**config.mk**
```make
export PLATFORM = sky130hd
export DESIGN_NAME = ram_port_arbiter
export DESIGN_NICKNAME = d
export VERILOG_FILES = /design/src/rtl/ram_port_arbiter_pkg.sv /design/src/rtl/ram_port_arbiter_arb_rr2.sv /design/src/rtl/ram_port_arbiter.sv
export SDC_FILE = /design/constraint.sdc
export NUM_CORES = 1
export LEC_CHECK = 0
export BUFFER_PORTS_ARGS = -buffer_cell sky130_fd_sc_hd__buf_2
export CAP_MARGIN = 5
export CORE_ASPECT_RATIO = 2
export CORE_MARGIN = 1
export CORE_UTILIZATION = 46
export CTS_CLUSTER_SIZE = 30
export DETAILED_ROUTE_END_ITERATION = 8
export GPL_TIMING_DRIVEN = 0
export PLACE_DENSITY = 0.81
export SLEW_MARGIN = 0
export SYNTH_ARGS = -nofsm -noshare
export SYNTH_HDL_FRONTEND = slang
export SYNTH_SLANG_ARGS = --single-unit
```
**constraint.sdc**
```tcl
create_clock -name ram_clk -period 2.1 [get_ports ram_clk]
set_input_delay 0.21 -clock ram_clk [delete_from_list [all_inputs] [get_ports ram_clk]]
set_output_delay 0.21 -clock ram_clk [all_outputs]
set_load 0.05 [all_outputs]
```
**src/rtl/ram_port_arbiter_pkg.sv**
```systemverilog
// ram_port_arbiter_pkg
// Shared definitions for the two-port RAM arbiter.
// Contents:
//   DEFAULT_ADDR_W / DEFAULT_DATA_W : default RAM address and data widths
//   PORT_FETCH / PORT_DATA          : port identifiers, also used as bit
//                                     positions in request/grant vectors
//   state_e                         : arbiter FSM state encoding
package ram_port_arbiter_pkg;

    localparam int DEFAULT_ADDR_W = 16;
    localparam int DEFAULT_DATA_W = 8;

    localparam logic PORT_FETCH = 1'b0;
    localparam logic PORT_DATA  = 1'b1;

    typedef enum logic [2:0] {
        ST_IDLE   = 3'd0,
        ST_READ1  = 3'd1,
        ST_READ2  = 3'd2,
        ST_WRITE1 = 3'd3,
        ST_DONE   = 3'd4
    } state_e;

endpackage

```
**src/rtl/ram_port_arbiter_arb_rr2.sv**
```systemverilog
// arb_rr2
// Combinational two-way round-robin arbiter.
// Ports:
//   req        in  [1:0]  request bits, indexed by port ID
//   last_grant in  1      port ID that won the previous grant
//   grant      out [1:0]  one-hot grant, indexed by port ID (zero if no request)
module arb_rr2
    import ram_port_arbiter_pkg::*;
(
    input  logic [1:0] req,
    input  logic       last_grant,
    output logic [1:0] grant
);

    // A lone requester always wins; on a tie the port that did not win
    // last time is chosen so neither port can starve the other.
    always_comb begin
        grant = 2'b00;
        if (req[PORT_FETCH] && req[PORT_DATA]) begin
            if (last_grant == PORT_DATA) begin
                grant[PORT_FETCH] = 1'b1;
            end else begin
                grant[PORT_DATA] = 1'b1;
            end
        end else begin
            grant = req;
        end
    end

endmodule

```
**src/rtl/ram_port_arbiter.sv**
```systemverilog
// ram_port_arbiter
// Shares one synchronous single-port RAM between a read-only fetch port
// (stage12) and a read/write data port (stage3). One access at a time;
// every output is registered.
// Ports:
//   ram_clk, rst               clock; synchronous active-low reset
//   stage12_read/_address      fetch read request (level) and address
//   stage12_read_ready/_data_out   fetch completion pulse and held read data
//   stage3_req/_write/_address/_write_data   data-port request, direction,
//                                            address and write data
//   stage3_ready/_read_data_out    data-port completion pulse and held read data
//   ram_write_enable/_address/_data_in       RAM control outputs
//   ram_data_out               registered RAM read data
//   busy                       high whenever an access is in progress
module ram_port_arbiter
    import ram_port_arbiter_pkg::*;
#(
    parameter int ADDR_W = DEFAULT_ADDR_W,
    parameter int DATA_W = DEFAULT_DATA_W
) (
    input  logic              ram_clk,
    input  logic              rst,
    input  logic              stage12_read,
    input  logic [ADDR_W-1:0] stage12_read_address,
    output logic              stage12_read_ready,
    output logic [DATA_W-1:0] stage12_read_data_out,
    input  logic              stage3_req,
    input  logic              stage3_write,
    input  logic [ADDR_W-1:0] stage3_address,
    input  logic [DATA_W-1:0] stage3_write_data,
    output logic              stage3_ready,
    output logic [DATA_W-1:0] stage3_read_data_out,
    output logic              ram_write_enable,
    output logic [ADDR_W-1:0] ram_address,
    output logic [DATA_W-1:0] ram_data_in,
    input  logic [DATA_W-1:0] ram_data_out,
    output logic              busy
);

    state_e            state_q, state_d;
    logic              grant_port_q, grant_port_d;
    logic              last_grant_q, last_grant_d;
    logic              stage12_read_ready_q, stage12_read_ready_d;
    logic [DATA_W-1:0] stage12_read_data_q, stage12_read_data_d;
    logic              stage3_ready_q, stage3_ready_d;
    logic [DATA_W-1:0] stage3_read_data_q, stage3_read_data_d;
    logic              ram_write_enable_q, ram_write_enable_d;
    logic [ADDR_W-1:0] ram_address_q, ram_address_d;
    logic [DATA_W-1:0] ram_data_in_q, ram_data_in_d;
    logic              busy_q, busy_d;

    logic [1:0] req;
    logic [1:0] grant;

    always_comb begin
        req             = 2'b00;
        req[PORT_FETCH] = stage12_read;
        req[PORT_DATA]  = stage3_req;
    end

    arb_rr2 u_arb_rr2 (
        .req        (req),
        .last_grant (last_grant_q),
        .grant      (grant)
    );

    // Next-state logic. Ready pulses and the write strobe default low so
    // they last exactly one cycle; address, write data and read-data
    // registers default to holding their value.
    always_comb begin
        state_d              = state_q;
        grant_port_d         = grant_port_q;
        last_grant_d         = last_grant_q;
        stage12_read_ready_d = 1'b0;
        stage12_read_data_d  = stage12_read_data_q;
        stage3_ready_d       = 1'b0;
        stage3_read_data_d   = stage3_read_data_q;
        ram_write_enable_d   = 1'b0;
        ram_address_d        = ram_address_q;
        ram_data_in_d        = ram_data_in_q;

        case (state_q)
            ST_IDLE: begin
                if (grant != 2'b00) begin
                    grant_port_d = grant[PORT_DATA];
                    last_grant_d = grant[PORT_DATA];
                    if (grant[PORT_DATA]) begin
                        ram_address_d = stage3_address;
                        if (stage3_write) begin
                            ram_write_enable_d = 1'b1;
                            ram_data_in_d      = stage3_write_data;
                            state_d            = ST_WRITE1;
                        end else begin
                            state_d = ST_READ1;
                        end
                    end else begin
                        ram_address_d = stage12_read_address;
                        state_d       = ST_READ1;
                    end
                end
            end

            // RAM samples the address at this edge.
            ST_READ1: begin
                state_d = ST_READ2;
            end

            // RAM output now reflects the sampled address.
            ST_READ2: begin
                if (grant_port_q == PORT_DATA) begin
                    stage3_read_data_d = ram_data_out;
                    stage3_ready_d     = 1'b1;
                end else begin
                    stage12_read_data_d  = ram_data_out;
                    stage12_read_ready_d = 1'b1;
                end
                state_d = ST_DONE;
            end

            // RAM performs the write at this edge.
            ST_WRITE1: begin
                stage3_ready_d = 1'b1;
                state_d        = ST_DONE;
            end

            // Requests are ignored here; a request still held in IDLE is
            // treated as a fresh access.
            ST_DONE: begin
                state_d = ST_IDLE;
            end

            default: begin
                state_d = ST_IDLE;
            end
        endcase

        busy_d = (state_d != ST_IDLE);
    end

    // State register. Reset abandons any in-flight access without a
    // ready pulse; fetch wins the first tie because last_grant starts at
    // the data port.
    always_ff @(posedge ram_clk) begin
        if (!rst) begin
            state_q              <= ST_IDLE;
            grant_port_q         <= PORT_FETCH;
            last_grant_q         <= PORT_DATA;
            stage12_read_ready_q <= 1'b0;
            stage12_read_data_q  <= '0;
            stage3_ready_q       <= 1'b0;
            stage3_read_data_q   <= '0;
            ram_write_enable_q   <= 1'b0;
            ram_address_q        <= '0;
            ram_data_in_q        <= '0;
            busy_q               <= 1'b0;
        end else begin
            state_q              <= state_d;
            grant_port_q         <= grant_port_d;
            last_grant_q         <= last_grant_d;
            stage12_read_ready_q <= stage12_read_ready_d;
            stage12_read_data_q  <= stage12_read_data_d;
            stage3_ready_q       <= stage3_ready_d;
            stage3_read_data_q   <= stage3_read_data_d;
            ram_write_enable_q   <= ram_write_enable_d;
            ram_address_q        <= ram_address_d;
            ram_data_in_q        <= ram_data_in_d;
            busy_q               <= busy_d;
        end
    end

    assign stage12_read_ready    = stage12_read_ready_q;
    assign stage12_read_data_out = stage12_read_data_q;
    assign stage3_ready          = stage3_ready_q;
    assign stage3_read_data_out  = stage3_read_data_q;
    assign ram_write_enable      = ram_write_enable_q;
    assign ram_address           = ram_address_q;
    assign ram_data_in           = ram_data_in_q;
    assign busy                  = busy_q;

endmodule
```
==> results.md, run 1 <==
* Ys Warns at 0
* Initial antenna violation count at 0
* Global-route wire length before repair at 7.49 mm
* IO Port Bufs at 95
* Number of H-tree levels at 2
* CTS Hold Bufs at 0
* TritonCTS Sinks at 49
* Synthesized area at 2040 um2
* Top FF cell, synth: dfxtp_1
* Detailed-router iteration count before antenna repair at 4
* Reg2reg path depth at 6
* Critical Path RT at 2.28 ns
* Grt ovf at 0
* Total wire length at 4.59 mm
* Crit path to: ram_address[13]
* Worst-Skew Late Latency at 0.29 ns
* IO Pins at 97
* Max Cap Viol at 0
* Post-Synth Adder-Cell Area at 0%
* Area leader, netlist: dfxtp_1
* Die X at 49.1 um
* Cell family with most CP delay: simple AND/OR/NAND/NOR gates
* CTS root buf: clkbuf_8
* Sum of buffers and inverters on the critical path at 3
* Via-per-instance ratio at 4.94
* Fin. Hold Viols at 0
* Placer Congestion at 0.811
* Synth Register Bits at 49
* Vias at 1878
* Max IR drop VDD at 0.000835 V
* Number of synthesized flops with an enable pin at 0
* Final net count at 378
* Min-Delay Path Class: in2reg
* Most frequent cells in the layout: buf_2, nand2_1, dfxtp_1, inv_1, nor3_1
* Reg clk slew, reported paths at 0.09 ns
* Critical path arrival at 1.84 ns
* Num rows at 34
* Pwr per Cell Area at 862 nW/um2
* Synth Area in Compound Gates at 14.4%
* Setup crit start: state_q[0]
* Sequential standard cell area at 981 um2
* Critical path cell sequence: buf_6, nor3_1, and3_1, clkbuf_2, buf_4, a221oi_1
* Cell Area, Placed at 2580 um2
* Critical path class: reg2reg
* Synth async-reset ratio at 0%
* Util after Layout at 62.4%
* CP Depth at 6
* CTS tree: yes
* Vias in the first global route at 1844
* Slew HR at 53.0%
* DR top layer: met4
* Most common cell after layout, fill and taps aside: buf_2
* Post-synth top area share at 48.0%
* Remaining antenna violation count after routing at 0
* Synth Instances at 223
* Post-CTS Resized at 0
* Slowest stage delay, CP at 0.36 ns
* Period minus WS final at 1.67 ns
* Final Max Tran Viols at 0
* Syn_area_per_cell at 9.16 um2
* Met2 Routed Length at 2.54 mm
* GRT Util Overall at 20.1%
* Status: finished clean
* CP max FO at 10
* Total CTS buffers at 5
* Max Root-Sink Buffers at 2
* Sequential area share after synthesis at 48.0%
* Pleak at 0.00133 uW
* Die area at 4730 um2
* Post-CTS Setup Inserts at 0
* Reg2reg start: state_q[0]
* Worst slew pin tran at 0.703 ns
* Layout cell share with drive strength beyond 1 at 39.0%
* Met1 WL at 1.69 mm
* Post-synth net total at 276
* Met3 WL at 303 um
* Die height at 96.2 um
* Post-DP HPWL at 3.64 mm
* RSZ-0062 raised after global routing: false
* R2r endpoint: ram_address[13]
* Setup TNS at 0 ns
* Number of antenna repair diodes at 0
* WL per Instance at 12.1 um
* Max Clk Rate at 600 MHz
* Mux share of post-synthesis cell area at 7.84%
* Largest net degree at the start of global routing at 16
* Drt drc at 0
* Initial Util at 47.5%
* Design area at 2680 um2
* Tcrit/Tclk final at 79.4%
* Synth area leaders: dfxtp_1, nand2_1, mux2i_1
* Xor-xnor portion of the synthesized cell area at 0%
* Post-synthesis simple-gate area fraction at 20.6%
* Largest family of logic cells by synthesized area: simple AND/OR/NAND/NOR gates
* CP Capture Type: register
* Worst Skew at 0.00562 ns
* Synth cell types at 33
* R2R Setup Slk at 0.43 ns
* Worst setup SP type: register
* Multi-input combinational cell area at 875 um2
* Fill count at 407
* Setup-failing EPs final at 0
* Iter 0 DRT Violations at 15
* Syn-to-layout area delta at 31.3%
* Core area at 4300 um2
* Crit path max-delay cell type: nor3_1
==> final cells by class <==
cell class	instances	share of cell area [%]
repair buffers	95	17.7
plain buffers	18	4.43
multi-input cells	138	32.6
clock inverters	2	0.513
clock buffers	6	3.08
flip-flops and latches	49	36.6
inverters	18	2.52
well taps	54	2.52
==> synth_stat cells (2+ instances only) <==
cell type and instances:
dfxtp_1 49, nand2_1 49, inv_1 18, nor3_1 17, mux2i_1 16, nor2_1 12, a21oi_1 10, a221oi_2 9
clkbuf_1 8, a221oi_1 7, buf_2 3, buf_6 3, buf_4 2
==> power breakdown <==
part | switching [uW] | internal [uW]
registers | 44.0 | 1020
logic | 467 | 210
clock network | 307 | 267
==> cells by family (layout without fill, tap and decap cells) <==
group	count (synthesis)	count (layout)
buffers and inverters	36	139
AND/OR/NAND/NOR	90	90
AO/OA/AOI/OAI	32	32
flip-flops	49	49
multiplexers	16	16
==> sequential cells by signal (all words and copies together) (netlist names) <==
| signal | flops |
|---|---|
| ram_address | 16 |
| ram_data_in | 8 |
| stage12_read_data_out | 8 |
| stage3_read_data_out | 8 |
| state_q | 3 |
| busy | 1 |
| grant_port_q | 1 |
| last_grant_q | 1 |
| ram_write_enable | 1 |
| stage12_read_ready | 1 |
| stage3_ready | 1 |
==> how the worst min path moves through the flow <==
stage / from / endpoint / slack, ns / depth (start not counted)
after floorplan: ram_data_out[0] / stage12_read_data_out[0] / 0.35 / 2
after global placement: stage12_read_data_out[3] / stage12_read_data_out[3] / 0.44 / 2
after detailed placement: stage12_read_data_out[3] / stage12_read_data_out[3] / 0.45 / 2
after CTS: stage3_write_data[7] / ram_data_in[7] / 0.14 / 3
after global routing: stage3_write_data[2] / ram_data_in[2] / 0.15 / 3
final: stage3_write_data[7] / ram_data_in[7] / 0.14 / 3
==> layer usage <==
metal  global-route usage (%)  vias to the layer above
li1                         -                      958
met1                     17.8                      853
met2                     40.6                       62
met3                     6.00                        5
met4                     8.09                        0
met5                        0                        -
==> stage by stage <==
stage	setup slack [ns]	instances	power [uW]	hold slack [ns]
3_5_place_dp	0.438	372	1760	0.445
6_report	0.432	380	2310	0.144
2_1_floorplan	0.617	223	1590	0.346
4_1_cts	0.423	380	2340	0.141
3_3_place_gp	0.456	372	1750	0.438
5_1_grt	0.285	380	2410	0.147
==> tightest hold or removal path: stages <==
cell and delay (ns):
buf_2 0.10, nand2_1 0.04, mux2i_1 0.05
(Power assumes the default switching activity.)
==> run 2, diff against run 1 <==
--- a/config.mk
+++ b/config.mk
@@ -9,11 +9,11 @@
 export CAP_MARGIN = 5
 export CORE_ASPECT_RATIO = 2
 export CORE_MARGIN = 1
-export CORE_UTILIZATION = 46
+export CORE_UTILIZATION = 41
 export CTS_CLUSTER_SIZE = 30
 export DETAILED_ROUTE_END_ITERATION = 8
 export GPL_TIMING_DRIVEN = 0
-export PLACE_DENSITY = 0.81
+export PLACE_DENSITY = 0.77
 export SLEW_MARGIN = 0
 export SYNTH_ARGS = -nofsm -noshare
 export SYNTH_HDL_FRONTEND = slang
==> constraint.sdc (replaced) <==
create_clock -name ram_clk -period 1.45 [get_ports ram_clk]
set_input_delay 0.145 -clock ram_clk [delete_from_list [all_inputs] [get_ports ram_clk]]
set_output_delay 0.145 -clock ram_clk [all_outputs]
set_load 0.05 [all_outputs]
==> run 2 against run 1 <==
The run now ends with negative setup slack left. Clock skew decreased by 0.0019 ns. Cell area grew 15%. Total power increased by 62%. Worst hold slack worse by 0.066 ns. Critical path depth down 1. Combinational power increased by 83%. Register-to-register slack lost 0.47 ns. Clock power rose by 69%. Count of clock-buffer cells in the layout did not move. Sequential cell count did not move. Critical path type unchanged. Highest routed layer unchanged.
==> results.md, run 2 (same netlist as run 1, synthesis figures left out) <==
* CP Capture Type: register
* Via-per-instance ratio at 5.01
* Util after Layout at 63.8%
* Syn-to-layout area delta at 50.6%
* Setup-failing EPs final at 16
* RSZ-0062 raised after global routing: true
* Hold path startpoint: stage3_write_data[2]
* Num rows at 36
* IO Port Bufs at 95
* Most common cell after layout, fill and taps aside: buf_2
* Setup TNS at -0.236 ns
* Die area at 5280 um2
* Post-DP HPWL at 3.71 mm
* Total CTS buffers at 5
* Internal at 2460 uW
* Core area at 4820 um2
* CTS tree: yes
* DP Cell Count at 375
* Fin. Hold Viols at 0
* Max Cap Viol at 0
* Period minus WS final at 1.49 ns
* Slew HR at 68.2%
* Layout cell share with drive strength beyond 1 at 48.4%
* GRT Util Overall at 19.9%
* Share of total power in combinational logic at 33.0%
* Hold depth at 3
* Final Max Tran Viols at 0
* Initial Util at 42.4%
* Critical path arrival at 1.68 ns
* Largest net degree at the start of global routing at 16
* R2R Setup Slk at -0.04 ns
* IO Pins at 97
* Vias at 1965
* Max FFs per register at 16
* Overall Power at 3750 uW
* Worst-Skew Late Latency at 0.30 ns
* Clock network power share at 25.8%
* Worst Skew at 0.00368 ns
* Initial antenna violation count at 0
* WL per Instance at 13.1 um
* Remaining antenna violation count after routing at 0
* Pwr per Cell Area at 1220 nW/um2
* CTS root buf: clkbuf_8
* Hold_ws at 0.0784 ns
* Grt ovf at 0
* Switching share of power at 34.5%
* Failing checks: negative setup slack
* Reg2reg path depth at 5
* Min-Delay Path Class: in2reg
* Number of H-tree levels at 2
* Iter 0 DRT Violations at 22
* Detailed-router iteration count before antenna repair at 4
* Placer Congestion at 0.736
* Fill count at 409
* Most frequent cells in the layout: buf_2, nand2_1, dfxtp_1, inv_1, mux2i_1
* Worst slew pin tran at 0.475 ns
* Critical path class: reg2reg
* Worst setup SP type: register
* Pleak at 0.00147 uW
* Total wire length at 5.13 mm
* Max Root-Sink Buffers at 2
* Max Clk Rate at 673 MHz
* Die height at 102 um
* Reg2reg start: state_q[0]
* Final worst slack at -0.0352 ns
* Drt drc at 0
* TritonCTS Sinks at 49
* Hold Path Sink: ram_data_in[2]
* Number of antenna repair diodes at 0
* Global-route wire length before repair at 7.94 mm
* Tcrit/Tclk final at 102%
* NetSw at 1290 uW
* Setup crit start: state_q[0]
* Post-Layout Cell Count at 392
* R2r endpoint: ram_address[0]
* Vias in the first global route at 1883
* Reg clk slew, reported paths at 0.09 ns
* Final net count at 387
* CP max FO at 8
* Critical Path RT at 1.64 ns
* Sequential share of power at 41.2%
* Max IR drop VDD at 0.000941 V
* Die X at 51.9 um
* Status: finished, violations left
[run 2: repair_timing]
item	in CTS	in global routing
resized for setup	26	31
pin swaps	1	4
cloned	1	2
setup endpoints to repair	29	26
buffers inserted	6	4
hold buffers	0	0
[run 2: final cells by class]
type	instances	area, um2	area share (%)
Buffer	14	144	4.68
Multi-Input combinational cell	138	1050	34.2
Inverter	18	67.6	2.20
Clock inverter	2	38.8	1.26
Sequential cell	49	993	32.3
Clock buffer	6	72.6	2.36
Tap cell	57	71.3	2.32
Timing Repair Buffer	108	636	20.7
[run 2: worst max-delay path, stage by stage, from the launching register on]
cell and delay (ns):
dfxtp_4 0.38, buf_6 0.12, or3_4 0.46, clkbuf_16 0.20
nor3_4 0.18, a221oi_2 0.04
[run 2: worst max path at each step]
stage	to	cells past startpoint	slack, ns
after global routing	ram_address[15]	4	-0.09
after CTS	ram_address[1]	3	-0.08
after global placement	ram_address[13]	6	-0.21
after detailed placement	ram_address[13]	6	-0.24
final	ram_address[0]	5	-0.04
after floorplan	ram_address[0]	6	-0.03
[run 2: power groups by stage]
stage               Sequential (uW)  Clock, uW  Combinational (uW)
floorplan                      1950          0                 352
global placement               1560          0                 983
detailed placement             1570          0                 997
CTS                            1540       1000                1070
global route                   1560       1060                1310
finish                         1540        969                1240
[run 2: per-layer routing]
metal  GRT usage (%)  routed length (um)  up-vias
li1                -                   -      975
met1            19.2                1810      918
met2            38.1                2980       62
met3            3.30                 210       10
met4            9.98                 127        0
met5               0                   0        -
[run 2: through the flow]
stage / area [um2] / setup slack [ns]
2_1_floorplan: 2050 / -0.0328
3_3_place_gp: 2590 / -0.212
3_5_place_dp: 2590 / -0.244
4_1_cts: 2840 / -0.0808
5_1_grt: 3070 / -0.0882
6_report: 3070 / -0.0352
